**config.mk**
```make
export PLATFORM = sky130hd
export DESIGN_NAME = adc_conv_scheduler
export DESIGN_NICKNAME = d
export VERILOG_FILES = /design/src/rtl/adc_conv_scheduler.sv
export SDC_FILE = /design/constraint.sdc
export NUM_CORES = 1
export LEC_CHECK = 0
export BUFFER_PORTS_ARGS = -buffer_cell sky130_fd_sc_hd__buf_2
export CAP_MARGIN = 30
export CELL_PAD_IN_SITES_DETAIL_PLACEMENT = 0
export CELL_PAD_IN_SITES_GLOBAL_PLACEMENT = 1
export CORE_MARGIN = 3
export CORE_UTILIZATION = 35
export DETAILED_ROUTE_END_ITERATION = 7
export PLACE_DENSITY = 0.88
export SLEW_MARGIN = 40
export SYNTH_ARGS = -nofsm -noshare
export SYNTH_HDL_FRONTEND = slang
export SYNTH_SLANG_ARGS = --single-unit
```
**constraint.sdc**
```tcl
create_clock -name clk -period 4 [get_ports clk]
set_input_delay 0.4 -clock clk [delete_from_list [all_inputs] [get_ports clk]]
set_output_delay 0.4 -clock clk [all_outputs]
set_load 0.01 [all_outputs]
```
**src/rtl/adc_conv_scheduler.sv**
```systemverilog
// adc_conv_scheduler
//   Shares one SAR-ADC among NUM_REQ requesters. Arbitration is round-robin.
//   The block drives the ADC config and start lines and waits for the
//   finished flag. The 16-bit result goes back tagged with the requester ID
//   over a valid/ready handshake.
//
// Ports
//   clk, rst_n              system clock, async active-low reset
//   req_i                   level request per requester
//   req_config_1/2_i        16-bit config words, slice k = requester k
//   timeout_i               WAIT timeout in cycles, 0 disables
//   grant_o                 one-hot 1-cycle pulse on acceptance
//   res_valid_o/res_ready_i result handshake
//   res_data_o/res_id_o     result word and requester index
//   res_timeout_o           result produced by timeout (data = 0)
//   busy_o                  FSM not in IDLE
//   adc_start_o             ADC start_conversion_in
//   adc_config_1/2_o        ADC config_1_in / config_2_in
//   adc_result_i            ADC result_out
//   adc_finished_i          ADC conversion_finished_out (async to clk)
//
// Optional build macro: ADC_SCHED_PERIODIC_EN
//   Adds trig_period_i (16b) and a sticky trig_ovf_o. The block raises a
//   periodic internal request for requester 0.
//
// state | meaning
// ------+-----------------------------------------------------------
// IDLE  | arbitrate; on a request, grant and load config
// SETUP | config held stable before start
// START | adc_start_o high for START_CYCLES cycles
// WAIT  | wait for fresh finished edge or timeout
// RESP  | present result until consumer accepts
module adc_conv_scheduler #(
  parameter int NUM_REQ      = 4,
  parameter int SETUP_CYCLES = 2,
  parameter int START_CYCLES = 4,
  parameter int TIMEOUT_W    = 16
) (
  input  logic                   clk,
  input  logic                   rst_n,
`ifdef ADC_SCHED_PERIODIC_EN
  input  logic [15:0]            trig_period_i,
  output logic                   trig_ovf_o,
`endif
  input  logic [NUM_REQ-1:0]     req_i,
  input  logic [16*NUM_REQ-1:0]  req_config_1_i,
  input  logic [16*NUM_REQ-1:0]  req_config_2_i,
  input  logic [TIMEOUT_W-1:0]   timeout_i,
  output logic [NUM_REQ-1:0]     grant_o,
  output logic                   res_valid_o,
  input  logic                   res_ready_i,
  output logic [15:0]            res_data_o,
  output logic [2:0]             res_id_o,
  output logic                   res_timeout_o,
  output logic                   busy_o,
  output logic                   adc_start_o,
  output logic [15:0]            adc_config_1_o,
  output logic [15:0]            adc_config_2_o,
  input  logic [15:0]            adc_result_i,
  input  logic                   adc_finished_i
);

  localparam int SW = $clog2(SETUP_CYCLES + 1);
  localparam int TW = $clog2(START_CYCLES + 1);

  typedef enum logic [2:0] {IDLE, SETUP, START, WAIT, RESP} state_t;

  state_t               state_q, state_d;
  logic [2:0]           ptr_q, ptr_d;
  logic [2:0]           id_q, id_d;
  logic [15:0]          cfg1_q, cfg1_d, cfg2_q, cfg2_d;
  logic [NUM_REQ-1:0]   grant_q, grant_d;
  logic [SW-1:0]        setup_cnt_q, setup_cnt_d;
  logic [TW-1:0]        start_cnt_q, start_cnt_d;
  logic [TIMEOUT_W-1:0] tmo_cnt_q, tmo_cnt_d, tmo_inc;
  logic [15:0]          res_data_q, res_data_d;
  logic                 res_tmo_q, res_tmo_d;
  logic                 res_valid_q, res_valid_d;
  logic                 start_q, start_d;
  logic                 fin_s1_q, fin_s2_q, fin_s3_q;
  logic                 fin_rise;

  logic [NUM_REQ-1:0]   req_eff;
  logic [7:0]           req_pad;
  logic [15:0]          cfg1_arr [8];
  logic [15:0]          cfg2_arr [8];
  logic                 arb_found;
  logic [2:0]           arb_idx;

  // Unpack config buses into a fixed 8-entry table so the arbiter can
  // index with exactly 3 bits regardless of NUM_REQ.
  for (genvar g = 0; g < 8; g++) begin : g_cfg
    if (g < NUM_REQ) begin : g_used
      assign cfg1_arr[g] = req_config_1_i[16*g +: 16];
      assign cfg2_arr[g] = req_config_2_i[16*g +: 16];
    end else begin : g_unused
      assign cfg1_arr[g] = 16'h0000;
      assign cfg2_arr[g] = 16'h0000;
    end
  end

`ifdef ADC_SCHED_PERIODIC_EN
  logic [15:0] per_cnt_q, per_cnt_d;
  logic        pend_q, pend_d;
  logic        ovf_q, ovf_d;
  logic        tick, grant0;

  always_comb begin
    tick      = (trig_period_i != 16'h0000) && (per_cnt_q >= trig_period_i - 16'd1);
    grant0    = (state_q == IDLE) && arb_found && (arb_idx == 3'd0);
    per_cnt_d = (tick || trig_period_i == 16'h0000) ? 16'h0000 : per_cnt_q + 16'd1;
    // A tick coinciding with the grant of requester 0 starts a new pending.
    pend_d    = tick | (pend_q & ~grant0);
    ovf_d     = ovf_q | (tick & pend_q & ~grant0);
  end

  always_ff @(posedge clk or negedge rst_n) begin
    if (!rst_n) begin
      per_cnt_q <= 16'h0000;
      pend_q    <= 1'b0;
      ovf_q     <= 1'b0;
    end else begin
      per_cnt_q <= per_cnt_d;
      pend_q    <= pend_d;
      ovf_q     <= ovf_d;
    end
  end

  assign trig_ovf_o = ovf_q;
  assign req_eff    = req_i | NUM_REQ'(pend_q);
`else
  assign req_eff    = req_i;
`endif

  assign req_pad  = 8'(req_eff);
  assign fin_rise = fin_s2_q & ~fin_s3_q;
  assign tmo_inc  = tmo_cnt_q + TIMEOUT_W'(1);

  // Round-robin search, starting one past the last granted index.
  always_comb begin
    int k;
    arb_found = 1'b0;
    arb_idx   = 3'd0;
    k         = 0;
    for (int i = 1; i <= NUM_REQ; i++) begin
      k = int'(ptr_q) + i;
      if (k >= NUM_REQ) k = k - NUM_REQ;
      if (!arb_found && req_pad[k[2:0]]) begin
        arb_found = 1'b1;
        arb_idx   = k[2:0];
      end
    end
  end

  always_comb begin
    state_d     = state_q;
    ptr_d       = ptr_q;
    id_d        = id_q;
    cfg1_d      = cfg1_q;
    cfg2_d      = cfg2_q;
    grant_d     = '0;
    setup_cnt_d = setup_cnt_q;
    start_cnt_d = start_cnt_q;
    tmo_cnt_d   = tmo_cnt_q;
    res_data_d  = res_data_q;
    res_tmo_d   = res_tmo_q;
    res_valid_d = res_valid_q;
    start_d     = 1'b0;
    case (state_q)
      IDLE: begin
        if (arb_found) begin
          state_d     = SETUP;
          ptr_d       = arb_idx;
          id_d        = arb_idx;
          cfg1_d      = cfg1_arr[arb_idx];
          cfg2_d      = cfg2_arr[arb_idx];
          grant_d     = NUM_REQ'(1) << arb_idx;
          // The grant cycle itself precedes SETUP_CYCLES further hold cycles.
          setup_cnt_d = SW'(SETUP_CYCLES);
        end
      end
      SETUP: begin
        if (setup_cnt_q == '0) begin
          state_d     = START;
          start_cnt_d = TW'(START_CYCLES - 1);
          start_d     = 1'b1;
        end else begin
          setup_cnt_d = setup_cnt_q - SW'(1);
        end
      end
      START: begin
        if (start_cnt_q == '0) begin
          state_d   = WAIT;
          tmo_cnt_d = '0;
        end else begin
          start_d     = 1'b1;
          start_cnt_d = start_cnt_q - TW'(1);
        end
      end
      WAIT: begin
        if (fin_rise) begin
          state_d     = RESP;
          res_data_d  = adc_result_i;
          res_tmo_d   = 1'b0;
          res_valid_d = 1'b1;
        end else if (timeout_i != '0 && tmo_inc == timeout_i) begin
          state_d     = RESP;
          res_data_d  = 16'h0000;
          res_tmo_d   = 1'b1;
          res_valid_d = 1'b1;
        end else begin
          tmo_cnt_d = tmo_inc;
        end
      end
      RESP: begin
        if (res_ready_i) begin
          state_d     = IDLE;
          res_valid_d = 1'b0;
        end
      end
      default: state_d = IDLE;
    endcase
  end

  always_ff @(posedge clk or negedge rst_n) begin
    if (!rst_n) begin
      state_q     <= IDLE;
      ptr_q       <= 3'(NUM_REQ - 1);
      id_q        <= 3'd0;
      cfg1_q      <= 16'h0000;
      cfg2_q      <= 16'h0000;
      grant_q     <= '0;
      setup_cnt_q <= '0;
      start_cnt_q <= '0;
      tmo_cnt_q   <= '0;
      res_data_q  <= 16'h0000;
      res_tmo_q   <= 1'b0;
      res_valid_q <= 1'b0;
      start_q     <= 1'b0;
      fin_s1_q    <= 1'b0;
      fin_s2_q    <= 1'b0;
      fin_s3_q    <= 1'b0;
    end else begin
      state_q     <= state_d;
      ptr_q       <= ptr_d;
      id_q        <= id_d;
      cfg1_q      <= cfg1_d;
      cfg2_q      <= cfg2_d;
      grant_q     <= grant_d;
      setup_cnt_q <= setup_cnt_d;
      start_cnt_q <= start_cnt_d;
      tmo_cnt_q   <= tmo_cnt_d;
      res_data_q  <= res_data_d;
      res_tmo_q   <= res_tmo_d;
      res_valid_q <= res_valid_d;
      start_q     <= start_d;
      fin_s1_q    <= adc_finished_i;
      fin_s2_q    <= fin_s1_q;
      fin_s3_q    <= fin_s2_q;
    end
  end

  assign grant_o        = grant_q;
  assign res_valid_o    = res_valid_q;
  assign res_data_o     = res_data_q;
  assign res_id_o       = id_q;
  assign res_timeout_o  = res_tmo_q;
  assign busy_o         = (state_q != IDLE);
  assign adc_start_o    = start_q;
  assign adc_config_1_o = cfg1_q;
  assign adc_config_2_o = cfg2_q;

endmodule

```
==> flow_metrics.tcl, run 1 <==
set metrics [dict create \
    clock_pin_slew_of_the_registers_on_the_worst_case_setup_and_hold_paths_ns 0.07 \
    timing.critical_path.mode_cell "sky130_fd_sc_hd__nor2_1" \
    drt-met1-wl_um 7433 \
    yosys.area_share.xor_xnor 0.03218 \
    postRouteWirelength_um 16690 \
    crit_fanout 34 \
    worst_skew_pair.late_latency_ns 0.33 \
    top_flip_flop_cell_by_instance_count_after_synthesis "sky130_fd_sc_hd__dfrtp_1" \
    simple_gate_fraction_of_synth_area 0.1766 \
    cts_hold_buf 0 \
    fmax_mhz 290.6 \
    overall_overflow_remaining_after_global_route 0 \
    outcome "complete, no violations" \
    register_to_register_setup_slack_ns 0.56 \
    path_delay_family "simple AND/OR/NAND/NOR gates" \
    ir_worst_vdd_uv 347.7 \
    ff2ff_path_depth 10 \
    core_region_area_sq_um 14860 \
    detail_route.first_pass.iterations 5 \
    crit_path_end_kind "register" \
    finalPower_mw 5.150 \
    cts_buffers 9 \
    floorplan.die_area_sq_um 17080 \
    timing.rr.end "adc_config_2_o[13]" \
    synth_cell_type_count 65 \
    critPathLaunchType "register" \
    antenna_left 0 \
    horizontal_die_dimension_um 130.7 \
    worstMarginPinSlew_ns 0.7288 \
    ctsRootBufferMaster "sky130_fd_sc_hd__clkbuf_16" \
    origin_of_the_critical_flop_to_flop_path "ptr_q[0]" \
    syn-instance-count 561 \
    cts.repair.resized 0 \
    yosys_warnings 0 \
    antenna_cells_inserted 0 \
    yosysSeqAreaShare 0.4005 \
    gr-usage-all-layers 0.1906 \
    worst-setup-path-type "register to register" \
    grt_max_degree 57 \
    final-max-slew-violation-count 0 \
    slowest_delay_ns 0.69 \
    worst_endpoint_data_arrival_time_ns 3.62 \
    drc_errors 0 \
    post_cts.repair.setup_buffers 0 \
    timing.slew.headroom 0.5141 \
    maxCapViolations 0 \
    io_pins 227 \
    yosys.area_share.adder 0.01379 \
    met2WireLength_um 8038 \
    cts_tree "yes" \
    wl_per_cell_um 17.49 \
    timing.final.setup_violations 0 \
    die_height_um 130.7 \
    postSynthRegisterBits 87 \
    hold_class "input pin to asynchronous set/reset pin" \
    fin_worst_skew_ns 0.009029 \
    dominant_combinational_cell_family_by_area_after_synthesis "simple AND/OR/NAND/NOR gates" \
    synth_edf_count 0 \
    average_vias_per_placed_instance 5.354 \
    timing.critical_path.buf_inv 2 \
    layout_worst_path_cycle_share 0.8602 \
    setup_tns_ns 0 \
    clkSinkCount 87 \
    period_minus_slack_ns 3.441 \
    place_congestion 0.8736 \
    cts-htree-levels 3 \
    synth_compound_area_frac 0.1591 \
    io_buffers 226 \
    postSynth.asyncResetShare 1.000 \
    first_drt_iteration_drcs 243 \
    grt_setup_unrepaired "no" \
    cp_slowest_cell "sky130_fd_sc_hd__dfstp_2" \
    area_growth_syn_to_layout_pct 28.39 \
    drive_above_1_share 0.3519 \
    route.met3.wl_um 952 \
    power_per_cell_area_nw_per_um2 736.9 \
    number_of_nets_in_the_finished_design 940 \
    first_global_vias 4947 \
    initial_core_util 0.3662 \
    timing.final.hold_violations 0 \
    top_layer_used "met4" \
    rows 44 \
    leakagePower_nw 3.509 \
    worstPathRequired_ns 4.18 \
    syn_nets 735 \
    mappedNetlistArea_sq_um 5443 \
    grt_pass1_wl_um 25760 \
    avgSynthCellArea_sq_um 9.702 \
    path_cells "inv_1 > ha_1 > mux2_2 > nor2_1 > nor3_1 > nor4_1 > nor2_1 > nand2b_1 > buf_4 > o221ai_1" \
    muxShareOfSynthArea 0.1648 \
    detailroute.via_count 5108 \
    number_of_antenna_violations_at_the_first_check_in_global_routing 0 \
    post-dp-hpwl_um 12860 \
    number_of_buffers_on_the_longest_clock_path 2 \
]
## power by group
| group | leakage, nW | internal (mW) | switching, mW | total (mW) |
|---|---|---|---|---|
| Sequential | 1.09 | 1.25 | 0.303 | 1.55 |
| Combinational | 2.29 | 1.24 | 1.53 | 2.76 |
| Clock | 0.135 | 0.498 | 0.336 | 0.834 |
## cell usage in the layout, fill, tap and decap left out, drive strengths merged, types with 5 or more instances in the layout
| master | count |
|---|---|
| a21boi | 6 |
| a21oi | 18 |
| and3 | 5 |
| buf | 238 |
| clkbuf | 12 |
| dfrtp | 85 |
| ha | 6 |
| inv | 14 |
| mux2 | 5 |
| mux2i | 84 |
| nand2 | 56 |
| nand3 | 17 |
| nand4 | 9 |
| nor2 | 52 |
| nor2b | 10 |
| nor3 | 6 |
| nor4 | 10 |
| o21ai | 13 |
| o221ai | 33 |
| o2bb2ai | 14 |
| xnor2 | 13 |
| xor2 | 7 |
## metrics by stage
stage	hold WS [ns]	area, sq um	setup slack, ns	cells	utilization
finish	0.1217	6988	0.5591	954	0.4701
global route	0.1645	6988	0.2382	954	0.4701
CTS	0.1379	6988	0.5651	954	0.4701
detailed placement	0.3385	6696	0.5777	939	0.4505
global placement	0.3346	6696	0.6359	939	0.4505
floorplan	0.1044	5443	1.089	561	-
## Yosys cell counts, types with 4 or more instances
library cell | instances | area (sq um)
sky130_fd_sc_hd__dfrtp_1 | 85 | 2127
sky130_fd_sc_hd__mux2i_1 | 84 | 840.8
sky130_fd_sc_hd__nand2_1 | 54 | 202.7
sky130_fd_sc_hd__nor2_1 | 52 | 195.2
sky130_fd_sc_hd__o221ai_1 | 33 | 289.0
sky130_fd_sc_hd__a21oi_1 | 17 | 85.08
sky130_fd_sc_hd__clkbuf_1 | 16 | 60.06
sky130_fd_sc_hd__nand3_1 | 16 | 80.08
sky130_fd_sc_hd__buf_2 | 14 | 70.07
sky130_fd_sc_hd__inv_1 | 14 | 52.55
sky130_fd_sc_hd__o2bb2ai_1 | 14 | 122.6
sky130_fd_sc_hd__xnor2_1 | 13 | 113.9
sky130_fd_sc_hd__o21ai_0 | 12 | 60.06
sky130_fd_sc_hd__buf_4 | 10 | 75.07
sky130_fd_sc_hd__nor2b_1 | 10 | 62.56
sky130_fd_sc_hd__nand4_1 | 9 | 56.30
sky130_fd_sc_hd__nor4_1 | 7 | 43.79
sky130_fd_sc_hd__xor2_1 | 7 | 61.31
sky130_fd_sc_hd__a21boi_0 | 6 | 45.04
sky130_fd_sc_hd__ha_1 | 6 | 75.07
sky130_fd_sc_hd__and3_1 | 5 | 31.28
sky130_fd_sc_hd__mux2_2 | 5 | 56.30
sky130_fd_sc_hd__nor3_1 | 5 | 25.02
sky130_fd_sc_hd__a211oi_1 | 4 | 30.03
sky130_fd_sc_hd__a31oi_1 | 4 | 25.02
sky130_fd_sc_hd__and2_1 | 4 | 25.02
sky130_fd_sc_hd__nand2b_1 | 4 | 25.02
## cell families after synthesis
logic type,after synthesis
AOI/OAI and AO/OA,114
xor gates and xnor gates,20
adders and majority gates,6
buffers and inverters,58
DFF,87
muxes,89
and+or+nand+nor,187
## state kept, by name, indices dropped and copies added (netlist names)
| register | count |
|---|---|
| state_q | 3 |
| grant_o | 4 |
| setup_cnt_q | 2 |
| fin_s1_q | 1 |
| res_timeout_o | 1 |
| res_valid_o | 1 |
| tmo_cnt_q | 16 |
| res_data_o | 16 |
| ptr_q | 3 |
| adc_start_o | 1 |
| res_id_o | 2 |
| adc_config_1_o | 16 |
| fin_s3_q | 1 |
| adc_config_2_o | 16 |
| fin_s2_q | 1 |
| start_cnt_q | 3 |
## how the worst max path moves through the flow
| stage | from | endpoint | slack [ns] | cells past startpoint |
|---|---|---|---|---|
| 6_report | ptr_q[0] | adc_config_2_o[13] | 0.56 | 10 |
| 5_1_grt | ptr_q[0] | adc_config_1_o[11] | 0.24 | 10 |
| 4_1_cts | ptr_q[0] | adc_config_2_o[13] | 0.57 | 10 |
| 3_5_place_dp | ptr_q[0] | adc_config_1_o[8] | 0.58 | 10 |
| 3_3_place_gp | ptr_q[0] | adc_config_2_o[1] | 0.64 | 10 |
| 2_1_floorplan | ptr_q[0] | adc_config_1_o[0] | 1.09 | 13 |
## metal layers
| metal | vias up | track usage |
|---|---|---|
| met5 | - | 0 |
| met4 | 0 | 0.05505 |
| met3 | 20 | 0.02764 |
| met2 | 184 | 0.2987 |
| met1 | 2427 | 0.2750 |
| li1 | 2477 | - |
## layout make-up
cell class / count / area (sq um)
timing repair buffer: 238 / 1249
inverter: 14 / 52.55
multi-input combinational: 416 / 2985
clock buffer: 12 / 246.5
sequential: 87 / 2180
fill: 1462 / 7876
clock inverter: 3 / 45.04
tap: 184 / 230.2
Power figures use the tool's default switching activity.
==> inputs of run 2 (changes only) <==
--- a/config.mk
+++ b/config.mk
@@ -12,6 +12,7 @@
 export CORE_MARGIN = 3
 export CORE_UTILIZATION = 35
 export DETAILED_ROUTE_END_ITERATION = 7
+export MAX_ROUTING_LAYER = met4
 export PLACE_DENSITY = 0.88
 export SLEW_MARGIN = 40
 export SYNTH_ARGS = -nofsm -noshare
==> run 2 against run 1 <==
Sequential share of layout area is the same. Critical path type unchanged. Utilization is the same. Sequential cell count unchanged. Via count down 0.16%. Wire length hardly changed. Clock skew is essentially flat. Non-clock buffer count is the same. First-iteration DRC count is 12% higher.
==> flow_metrics.tcl, run 2 (synthesis gave the netlist of run 1 again) <==
set metrics [dict create \
    worstMarginPinSlew_ns 0.7286 \
    crit_fanout 34 \
    antenna_left 0 \
    cts-htree-levels 3 \
    place_congestion 0.8880 \
    path_cells "inv_1 > ha_1 > mux2_2 > nor2_1 > nor3_1 > nor4_1 > nor2_1 > nand2b_1 > buf_4 > o221ai_1" \
    number_of_antenna_violations_at_the_first_check_in_global_routing 0 \
    drive_above_1_share 0.3519 \
    overall_overflow_remaining_after_global_route 0 \
    setup_tns_ns 0 \
    drc_errors 0 \
    finalPower_mw 5.158 \
    crit_path_end_kind "register" \
    post-dp-hpwl_um 12860 \
    first_global_vias 4932 \
    slowest_delay_ns 0.70 \
    outcome "complete, no violations" \
    worst-setup-path-type "register to register" \
    io_pins 227 \
    ir_worst_vdd_uv 347.5 \
    path_delay_family "simple AND/OR/NAND/NOR gates" \
    period_minus_slack_ns 3.477 \
    area_growth_syn_to_layout_pct 28.39 \
    timing.rr.end "adc_config_2_o[13]" \
    cp_slowest_cell "sky130_fd_sc_hd__dfstp_2" \
    worst_endpoint_data_arrival_time_ns 3.65 \
    fmax_mhz 287.6 \
    timing.critical_path.buf_inv 2 \
    first_drt_iteration_drcs 272 \
    detailroute.via_count 5100 \
    fin_worst_skew_ns 0.008823 \
    register_to_register_setup_slack_ns 0.52 \
    wl_per_cell_um 17.49 \
    critPathLaunchType "register" \
    cts_buffers 9 \
    mostFrequentLayoutCells "sky130_fd_sc_hd__buf_2 (225), sky130_fd_sc_hd__dfrtp_1 (85), sky130_fd_sc_hd__mux2i_1 (84)" \
    core_region_area_sq_um 14860 \
    origin_of_the_critical_flop_to_flop_path "ptr_q[0]" \
    post_cts.repair.setup_buffers 0 \
    ctsRootBufferMaster "sky130_fd_sc_hd__clkbuf_16" \
    cts.repair.resized 0 \
    maxCapViolations 0 \
    cts_tree "yes" \
    worst_skew_pair.late_latency_ns 0.33 \
    cts_hold_buf 0 \
    gr-usage-all-layers 0.1965 \
    clkSinkCount 87 \
    detail_route.first_pass.iterations 4 \
    ff2ff_path_depth 10 \
    number_of_nets_in_the_finished_design 940 \
    leakagePower_nw 3.509 \
    rows 44 \
    worstPathRequired_ns 4.18 \
    io_buffers 226 \
    final-max-slew-violation-count 0 \
    critical_path_depth 10 \
    timing.final.hold_violations 0 \
    grt_setup_unrepaired "no" \
    die_height_um 130.7 \
    initial_core_util 0.3662 \
    layout_commonest_cell "sky130_fd_sc_hd__buf_2" \
    timing.final.setup_violations 0 \
    timing.critical_path.mode_cell "sky130_fd_sc_hd__nor2_1" \
    average_vias_per_placed_instance 5.346 \
    horizontal_die_dimension_um 130.7 \
    hold_class "input pin to asynchronous set/reset pin" \
    number_of_buffers_on_the_longest_clock_path 2 \
    grt_pass1_wl_um 25790 \
    floorplan.die_area_sq_um 17080 \
    timing.slew.headroom 0.5143 \
    layout_worst_path_cycle_share 0.8692 \
    power_per_cell_area_nw_per_um2 738.1 \
    clock_pin_slew_of_the_registers_on_the_worst_case_setup_and_hold_paths_ns 0.07 \
    antenna_cells_inserted 0 \
    grt_max_degree 57 \
    postRouteWirelength_um 16690 \
]
-- run 2: worst register-to-register path: stages (launching register included) --
cell and delay, ns:
sky130_fd_sc_hd__dfstp_2 0.70, sky130_fd_sc_hd__inv_1 0.19, sky130_fd_sc_hd__ha_1 0.44, sky130_fd_sc_hd__mux2_2 0.37, sky130_fd_sc_hd__nor2_1 0.09, sky130_fd_sc_hd__nor3_1 0.08, sky130_fd_sc_hd__nor4_1 0.48, sky130_fd_sc_hd__nor2_1 0.20
sky130_fd_sc_hd__nand2b_1 0.16, sky130_fd_sc_hd__buf_4 0.38, sky130_fd_sc_hd__o221ai_1 0.23
-- run 2: how the worst max path moves through the flow --
stage,start,to,slack [ns]
2_1_floorplan,ptr_q[0],adc_config_1_o[0],1.09
3_3_place_gp,ptr_q[0],adc_config_2_o[1],0.64
3_5_place_dp,ptr_q[0],adc_config_1_o[8],0.58
4_1_cts,ptr_q[0],adc_config_2_o[13],0.57
5_1_grt,ptr_q[0],adc_config_1_o[11],0.24
6_report,ptr_q[0],adc_config_2_o[13],0.52
-- run 2: routing by layer --
metal | track usage | vias up | share of wire
met4 | 0.05505 | 0 | 0.015
met3 | 0.02276 | 18 | 0.050
met1 | 0.2781 | 2438 | 0.45
met5 | - | - | 0
li1 | - | 2473 | -
met2 | 0.2993 | 171 | 0.48
-- run 2: cell type report --
| type | instances | area [sq um] |
|---|---|---|
| multi-input cells | 416 | 2985 |
| flip-flops and latches | 87 | 2180 |
| clock inverters | 3 | 45.04 |
| well taps | 184 | 230.2 |
| clock buffers | 12 | 246.5 |
| inverters | 14 | 52.55 |
| repair buffers | 238 | 1249 |
| fillers | 1462 | 7876 |
-- run 2: power by group --
group | internal, mW | switching [mW] | leakage (nW) | total, mW
Combinational | 1.24 | 1.54 | 2.29 | 2.77
Sequential | 1.25 | 0.304 | 1.09 | 1.55
Clock | 0.498 | 0.336 | 0.135 | 0.835
-- run 2: through the flow --
step	hold WS [ns]	util	setup WS (ns)	std cells	instance area [sq um]
after global placement	0.3346	0.4505	0.6359	939	6696
after global routing	0.1637	0.4701	0.2390	954	6988
after detailed placement	0.3385	0.4505	0.5777	939	6696
after floorplan	0.1044	-	1.089	561	5443
final	0.1225	0.4701	0.5233	954	6988
after CTS	0.1379	0.4701	0.5651	954	6988
==> inputs of run 3 (changes only) <==
--- a/config.mk
+++ b/config.mk
@@ -10,10 +10,10 @@
 export CELL_PAD_IN_SITES_DETAIL_PLACEMENT = 0
 export CELL_PAD_IN_SITES_GLOBAL_PLACEMENT = 1
 export CORE_MARGIN = 3
-export CORE_UTILIZATION = 35
+export CORE_UTILIZATION = 28
 export DETAILED_ROUTE_END_ITERATION = 7
 export MAX_ROUTING_LAYER = met4
-export PLACE_DENSITY = 0.88
+export PLACE_DENSITY = 0.74
 export SLEW_MARGIN = 40
 export SYNTH_ARGS = -nofsm -noshare
 export SYNTH_HDL_FRONTEND = slang
==> run 3 against run 2 <==
Non-clock buffer count decreased by 5. Fmax decreased by 3.7%. Setup slack got worse by 0.13 ns. Design area increased by 1.0%. Die area increased by 24%. Power decreased by 0.74%. Critical path type unchanged. Largest cell class unchanged. Largest power group unchanged.
==> flow_metrics.tcl, run 3 (synthesis gave the netlist of run 1 again) <==
set metrics [dict create \
    outcome "complete, no violations" \
    layout_commonest_cell "sky130_fd_sc_hd__buf_2" \
    die_height_um 145.4 \
    antenna_left 0 \
    initial_core_util 0.2881 \
    cts.repair.resized 0 \
    timing.slew.headroom 0.5375 \
    post_cts.repair.setup_buffers 0 \
    first_global_vias 5000 \
    critPathLaunchType "register" \
    cts-htree-levels 3 \
    detail_route.first_pass.iterations 5 \
    area_growth_syn_to_layout_pct 29.70 \
    detailroute.via_count 5044 \
    postRouteWirelength_um 16870 \
    first_drt_iteration_drcs 250 \
    final-max-slew-violation-count 0 \
    io_buffers 226 \
    mostFrequentLayoutCells "sky130_fd_sc_hd__buf_2 (225), sky130_fd_sc_hd__dfrtp_1 (85), sky130_fd_sc_hd__mux2i_1 (84)" \
    clkSinkCount 87 \
    grt_setup_unrepaired "no" \
    timing.critical_path.to "adc_config_1_o[2]" \
    fin_worst_skew_ns 0.01318 \
    post-dp-hpwl_um 12630 \
    place_congestion 0.8940 \
    crit_fanout 69 \
    io_pins 227 \
    ff2ff_path_depth 11 \
    cts_buffers 9 \
    core_region_area_sq_um 18890 \
    setup.worst_path.start "ptr_q[0]" \
    fmax_mhz 277.0 \
    drc_errors 0 \
    cts_hold_buf 0 \
    timing.final.hold_violations 0 \
    hold_class "input pin to asynchronous set/reset pin" \
    fin_hold_ws_ns 0.05416 \
    timing.rr.end "adc_config_1_o[2]" \
    wl_per_cell_um 16.44 \
    power_per_cell_area_nw_per_um2 725.3 \
    number_of_nets_in_the_finished_design 935 \
    number_of_antenna_violations_at_the_first_check_in_global_routing 0 \
    setup_tns_ns 0 \
    final_cell_area_sq_um 7059 \
    grt_max_degree 73 \
    gr-usage-all-layers 0.1607 \
    worstMarginPinSlew_ns 0.6920 \
    ctsRootBufferMaster "sky130_fd_sc_hd__clkbuf_16" \
    worstPathRequired_ns 4.21 \
    leakagePower_nw 3.497 \
    timing.final.setup_violations 0 \
    crit_path_end_kind "register" \
    average_vias_per_placed_instance 4.916 \
    rows 50 \
    floorplan.die_area_sq_um 21150 \
    grt_pass1_wl_um 27090 \
    clock_pin_slew_of_the_registers_on_the_worst_case_setup_and_hold_paths_ns 0.07 \
    ir_worst_vdd_uv 542.8 \
    maxCapViolations 0 \
    register_to_register_setup_slack_ns 0.39 \
    worst_skew_pair.late_latency_ns 0.35 \
    worst-setup-path-type "register to register" \
    postPlaceCellArea_sq_um 6745 \
    antenna_cells_inserted 0 \
    horizontal_die_dimension_um 145.4 \
    period_minus_slack_ns 3.610 \
    drive_above_1_share 0.3512 \
    origin_of_the_critical_flop_to_flop_path "ptr_q[0]" \
    layout_worst_path_cycle_share 0.9024 \
    number_of_buffers_on_the_longest_clock_path 2 \
    cts_tree "yes" \
    worst_endpoint_data_arrival_time_ns 3.82 \
    overall_overflow_remaining_after_global_route 0 \
]
run 3: cell count changes in the layout (fill, tap and decap cells not counted):
cell / delta
sky130_fd_sc_hd__inv_6: +2
sky130_fd_sc_hd__buf_4: -5
sky130_fd_sc_hd__clkbuf_1: -2
sky130_fd_sc_hd__buf_6: +1
sky130_fd_sc_hd__clkinv_4: +1
sky130_fd_sc_hd__buf_12: -1
sky130_fd_sc_hd__inv_8: +1
sky130_fd_sc_hd__clkinvlp_4: -1
run 3: critical path, cell delays in order (launching register included):
cell	delay, ns
sky130_fd_sc_hd__dfstp_2	0.70
sky130_fd_sc_hd__inv_1	0.18
sky130_fd_sc_hd__ha_1	0.44
sky130_fd_sc_hd__mux2_2	0.37
sky130_fd_sc_hd__o32ai_1	0.37
sky130_fd_sc_hd__nor2_1	0.07
sky130_fd_sc_hd__nor2_1	0.08
sky130_fd_sc_hd__o21ai_0	0.13
sky130_fd_sc_hd__o21ai_4	0.10
sky130_fd_sc_hd__buf_12	0.37
sky130_fd_sc_hd__mux2i_1	0.39
sky130_fd_sc_hd__o221ai_1	0.17
run 3: final cells by class:
| type | count | area, sq um |
|---|---|---|
| fill | 1978 | 11830 |
| multi-input combinational | 416 | 2985 |
| sequential | 87 | 2180 |
| timing repair buffer | 233 | 1202 |
| tap | 260 | 325.3 |
| clock buffer | 10 | 239.0 |
| clock inverter | 6 | 75.07 |
| inverter | 14 | 52.55 |
run 3: per-stage QoR:
stage / utilization / std cells / total power [mW] / setup slack [ns]
after floorplan: - / 561 / 3.444 / 1.089
after CTS: 0.3736 / 1026 / 5.175 / 0.4302
after detailed placement: 0.3570 / 1010 / 4.253 / 0.4594
final: 0.3736 / 1026 / 5.120 / 0.3904
after global routing: 0.3736 / 1026 / 5.510 / 0.2174
after global placement: 0.3568 / 1010 / 4.244 / 0.4140
run 3: how the worst min path moves through the flow:
stage	startpoint	endpoint	slack, ns	cells past startpoint
2_1_floorplan	rst_n	adc_config_1_o[0]	0.10	0
3_3_place_gp	fin_s1_q	fin_s2_q	0.33	0
3_5_place_dp	fin_s1_q	fin_s2_q	0.34	0
4_1_cts	rst_n	adc_config_2_o[15]	0.09	1
5_1_grt	rst_n	adc_config_2_o[15]	0.12	1
6_report	rst_n	adc_config_1_o[0]	0.05	1
run 3: where the power goes:
part / leakage (nW) / internal (mW) / switching, mW
Combinational: 2.26 / 1.17 / 1.51
Sequential: 1.09 / 1.25 / 0.295
Clock: 0.152 / 0.512 / 0.383
Total: 3.50 / 2.93 / 2.19
run 3: routing by layer:
metal  track usage  share of wire  routed length (um)
met4       0.04748          0.016                 270
met2        0.2440           0.48                8117
met5             -              0                   0
met1        0.2185           0.46                7683
met3       0.03177          0.047                 794
